File: src/rtl/line_unpacker.sv
// line_unpacker
//   Read-side counterpart to the horizontal-sync pixel packer. It takes one
//   packed line of PIXELS 24-bit pixels in a single load handshake. It then
//   streams the pixels out one per accepted beat as separate R/G/B bytes. The
//   oldest pixel, held in the most-significant slot, is sent first. hsync is
//   high while the line is being streamed. After the last pixel, hsync is
//   held low for BLANK_CYCLES cycles before the next line can be loaded.
//
// Ports
//   clk          system clock, rising edge
//   rst          synchronous active-high reset
//   bufferin     packed line, per pixel B[23:16] G[15:8] R[7:0], oldest in MS slot
//   load_valid   bufferin holds a complete line
//   load_ready   block can capture a line (IDLE, not in reset)
//   R, G, B      current pixel bytes, taken straight from the top slot
//   pixel_valid  R/G/B hold a valid pixel (ACTIVE)
//   pixel_ready  downstream accepts the pixel this cycle
//   hsync        high for the whole active line
//   line_done    one-cycle pulse on the cycle the last pixel is accepted
module line_unpacker #(
  parameter int PIXELS       = 8,
  parameter int BLANK_CYCLES = 4
) (
  input  logic                 clk,
  input  logic                 rst,
  input  logic [24*PIXELS-1:0] bufferin,
  input  logic                 load_valid,
  output logic                 load_ready,
  output logic [7:0]           R,
  output logic [7:0]           G,
  output logic [7:0]           B,
  output logic                 pixel_valid,
  input  logic                 pixel_ready,
  output logic                 hsync,
  output logic                 line_done
);

  localparam int W   = 24 * PIXELS;
  localparam int PCW = $clog2(PIXELS + 1);
  // Keep the blank counter at least one bit wide so BLANK_CYCLES=0 still elaborates.
  localparam int BCW = (BLANK_CYCLES > 0) ? $clog2(BLANK_CYCLES + 1) : 1;

  typedef enum logic [1:0] {
    IDLE   = 2'd0,
    ACTIVE = 2'd1,
    BLANK  = 2'd2
  } state_t;

  state_t           state_reg;
  logic [W-1:0]     sr_reg;
  logic [PCW-1:0]   pix_cnt_reg;
  logic [BCW-1:0]   blank_cnt_reg;
  logic             last_beat;

  assign last_beat = (state_reg == ACTIVE) && pixel_ready && (pix_cnt_reg == PCW'(1));

  // The control outputs come straight from the state register. load_ready and
  // line_done are also masked by rst. This keeps a handshake from being
  // offered, and a line end from being reported, during the reset cycle.
  assign load_ready  = (state_reg == IDLE) && !rst;
  assign pixel_valid = (state_reg == ACTIVE);
  assign hsync       = (state_reg == ACTIVE);
  assign line_done   = last_beat && !rst;

  // The register empties to zero as the line is shifted out, so the colour
  // bytes read zero outside ACTIVE.
  assign B = sr_reg[W-1  -: 8];
  assign G = sr_reg[W-9  -: 8];
  assign R = sr_reg[W-17 -: 8];

  always_ff @(posedge clk) begin
    if (rst) begin
      state_reg     <= IDLE;
      sr_reg        <= '0;
      pix_cnt_reg   <= '0;
      blank_cnt_reg <= '0;
    end else begin
      case (state_reg)
        IDLE: begin
          if (load_valid) begin
            sr_reg      <= bufferin;
            pix_cnt_reg <= PCW'(PIXELS);
            state_reg   <= ACTIVE;
          end
        end
        ACTIVE: begin
          if (pixel_ready) begin
            sr_reg      <= {sr_reg[W-25:0], 24'h000000};
            pix_cnt_reg <= pix_cnt_reg - PCW'(1);
            if (pix_cnt_reg == PCW'(1)) begin
              if (BLANK_CYCLES > 0) begin
                blank_cnt_reg <= BCW'(BLANK_CYCLES);
                state_reg     <= BLANK;
              end else begin
                state_reg <= IDLE;
              end
            end
          end
        end
        BLANK: begin
          // The count is loaded with BLANK_CYCLES on entry. Leaving when it
          // reads 1 gives exactly BLANK_CYCLES cycles in this state.
          if (blank_cnt_reg <= BCW'(1)) begin
            blank_cnt_reg <= '0;
            state_reg     <= IDLE;
          end else begin
            blank_cnt_reg <= blank_cnt_reg - BCW'(1);
          end
        end
        default: state_reg <= IDLE;
      endcase
    end
  end

endmodule

File: config.mk
export PLATFORM = sky130hd
export DESIGN_NAME = line_unpacker
export DESIGN_NICKNAME = d
export VERILOG_FILES = /design/src/rtl/line_unpacker.sv
export SDC_FILE = /design/constraint.sdc
export NUM_CORES = 1
export LEC_CHECK = 0
export ABC_CLOCK_PERIOD_IN_PS = 3200
export CAP_MARGIN = 20
export CORE_ASPECT_RATIO = 0.8
export CORE_UTILIZATION = 55
export DETAILED_ROUTE_END_ITERATION = 8
export DONT_BUFFER_PORTS = 1
export MAX_ROUTING_LAYER = met4
export PLACE_DENSITY_LB_ADDON = 0.15
export SLEW_MARGIN = 20
export SYNTH_ARGS = -nofsm -noshare
export SYNTH_HDL_FRONTEND = slang
export SYNTH_SLANG_ARGS = --single-unit
File: constraint.sdc
create_clock -name clk -period 3.2 [get_ports clk]
set_input_delay 0 -clock clk [delete_from_list [all_inputs] [get_ports clk]]
set_output_delay 0 -clock clk [all_outputs]
set_load 0.02 [all_outputs]
==> impl_metrics.tcl <==
set metrics [dict create \
    status "complete, but fails checks" \
    violations "negative hold slack" \
    cts_buffers 21 \
    routed_via_density 6.27 \
    fmax_mhz 341 \
    crit_required_ps 3630 \
    portBuffers 0 \
    route.detailed.drc 0 \
    cts_tree "yes" \
    drt-wirelength-per-cell_um 20.3 \
    synth-seq-cells 201 \
    clock_skew_ps 16.3 \
    period_needed_ps 2940 \
    netlist_top_cells_area "dfxtp_1 42%, mux2i_1 18%, a311oi_1 16%" \
    hp-start "load_valid" \
    ys_seq_area_frac 0.422 \
    worstReg2RegEnd "sr_reg[152]" \
    rows 42 \
    insertion_delay_ps 500 \
    vias 8092 \
    leakage_uw 0.00497 \
    antenna_found_initial 2 \
    placed_cells 1057 \
    max-cap-violations 0 \
    whs_endpoint "sr_reg[15]" \
    die_x_um 149 \
    syn_nets 1173 \
    grt_usage 0.293 \
    start_kind "flip-flop" \
    largest_reg_flops 192 \
    wirelength_um 26200 \
    die-area_mm2 0.0179 \
    cp-end-kind "flip-flop" \
    hold_depth 3 \
    pin_count 224 \
    hold_viol 11 \
    setup_violations 0 \
    syn_inst 973 \
    place_area_mm2 0.00918 \
    synth_top_area_frac 0.422 \
    die_y_um 120 \
    cts.htree.levels 1 \
    rsz0062_at_grt "false" \
    grt_max_degree 185 \
    grt_overflow 0 \
    path_max_fanout 141 \
    finalNetCount 1254 \
    crit_slowest_cell "mux2_8" \
    rr_worst_depth 5 \
    dr.pass1.iters 5 \
    synthDistinctLibCells 31 \
    p_per_area_mw_per_mm2 553 \
    postCtsSetupBuffers 0 \
    clock_sinks 201 \
    hold_class "in -> reg" \
    yosys_warnings 0 \
    crit_buf_inv 2 \
    final_area_mm2 0.0119 \
    ctsHoldBuffers 194 \
    dr.first_iter.drc_count 536 \
    core_mm2 0.0168 \
    gp_congestion 0.808 \
    fin_tns_setup_ps 0 \
    instances_no_fill 1290 \
    place_hpwl_um 15300 \
    crit_family "buffers and inverters" \
    worstPathArrival_ps 3360 \
    syn_area_mm2 0.00954 \
    vdd_ir_drop_max_mv 0.402 \
    final.period_utilization 0.917 \
    synth.largest_area_cell "dfxtp_1" \
    start_util 0.569 \
    path_cells "mux2_8, buf_12, a21oi_1, a311oi_1, dlygate4sd3_1" \
    worst-setup-path-type "reg -> reg" \
    relSlewSlack 0.409 \
    clk_transition_reported_paths_ps 60 \
    r2r_slack_ps 260 \
    layout_setup_ws_ps 265 \
    grt_pass1_wl_um 40900 \
    syn_to_final_growth_pct 24.4 \
    hold_ws_ps -9.65 \
    ctsRootBufferMaster "clkbuf_16" \
    postSynthAreaPerCell_um2 9.80 \
    clockBufferDepth 3 \
    pre_cts_ws_ps 981 \
    grt_pass1_vias 7842 \
    slew_violations 0 \
    drive_above_1_share 0.0525 \
    worstMarginPinSlew_ps 887 \
    ant_nets 0 \
    rr_startpoint "state_reg[0]" \
    max_stage_delay_ps 780 \
    cts_resized 0 \
]
[power by group]
| group | internal (uW) | switching [uW] | leakage, uW | total [uW] |
|---|---|---|---|---|
| registers | 2750 | 197 | 0.00167 | 2950 |
| clock network | 1520 | 979 | 0.000356 | 2500 |
| logic | 560 | 551 | 0.00295 | 1110 |
| total | 4830 | 1730 | 0.00497 | 6560 |
[layer usage]
layer | track usage | wire length [um] | vias up
li1 | - | - | 3931
met1 | 0.388 | 11700 | 3837
met2 | 0.465 | 12300 | 277
met3 | 0.0490 | 1680 | 47
met4 | 0.0721 | 558 | 0
met5 | - | 0 | -
[stage by stage]
stage | util | power (uW) | hold WS, ps
3_3_place_gp | 0.548 | 3780 | 88.4
3_5_place_dp | 0.548 | 3820 | 94.4
6_report | 0.708 | 6560 | -9.65
2_1_floorplan | - | 3750 | 140
5_1_grt | 0.708 | 6830 | 4.93
4_1_cts | 0.707 | 6560 | 38.5
[kinds of logic after synthesis]
group | Yosys count | share of synthesized area
and+or+nand+nor | 44 | 0.0233
AOI/OAI and AO/OA | 398 | 0.278
buffers and inverters | 156 | 0.0931
DFF | 201 | 0.422
muxes | 170 | 0.179
adders and majority gates | 4 | 0.00525
[synth_stat cells]
| cell | n |
|---|---|
| a211oi_1 | 1 |
| a21oi_1 | 196 |
| a311oi_1 | 169 |
| a31oi_1 | 1 |
| and4_1 | 1 |
| buf_1 | 2 |
| buf_2 | 29 |
| buf_4 | 27 |
| buf_6 | 22 |
| clkbuf_1 | 69 |
| dfxtp_1 | 201 |
| ha_1 | 4 |
| inv_1 | 7 |
| mux2_4 | 1 |
| mux2i_1 | 169 |
| nand2_1 | 25 |
| nand2b_1 | 2 |
| nand3_1 | 1 |
| nand3b_1 | 4 |
| nor2_1 | 3 |
| nor3_1 | 3 |
| nor3b_2 | 1 |
| o21ai_0 | 26 |
| o21ba_2 | 1 |
| o21bai_1 | 1 |
| o31ai_1 | 1 |
| o32ai_1 | 2 |
| or2_2 | 1 |
| or3b_2 | 1 |
| or4_1 | 1 |
| or4bb_1 | 1 |
[how the worst max path moves through the flow]
stage | startpoint | endpoint | slack (ps) | depth (start not counted)
5_1_grt | state_reg[0] | sr_reg[152] | 80 | 5
6_report | state_reg[0] | sr_reg[152] | 260 | 5
3_5_place_dp | state_reg[0] | sr_reg[66] | 980 | 4
2_1_floorplan | pix_cnt_reg[1] | line_done | 1620 | 5
3_3_place_gp | state_reg[0] | sr_reg[141] | 1100 | 4
4_1_cts | state_reg[0] | sr_reg[150] | 510 | 5
[worst reg2reg max path, delay by kind of cell (launching register included)]
family | cells | cell delay [ps]
muxes | 1 | 780
buffers and inverters | 2 | 1060
DFF | 1 | 590
AOI/OAI and AO/OA | 2 | 450
[layout make-up]
class / count / area (um^2)
well taps: 220 / 275
diodes: 3 / 7.51
flip-flops and latches: 201 / 4020
multi-input cells: 616 / 4660
fillers: 1183 / 4890
clock buffers: 30 / 629
repair buffers: 207 / 2160
clock inverters: 6 / 83.8
inverters: 7 / 33.8
[layout by cell type, fill, tap and decap left out, types with 4 or more instances in the layout]
cell type	n
a21oi_1	196
a311oi_1	169
buf_12	8
buf_4	5
clkbuf_16	21
clkbuf_8	7
dfxtp_1	201
dlygate4sd3_1	193
ha_1	4
inv_1	6
mux2i_1	168
nand2_1	25
nand3b_1	4
o21ai_0	26
(Power assumes the default switching activity.)
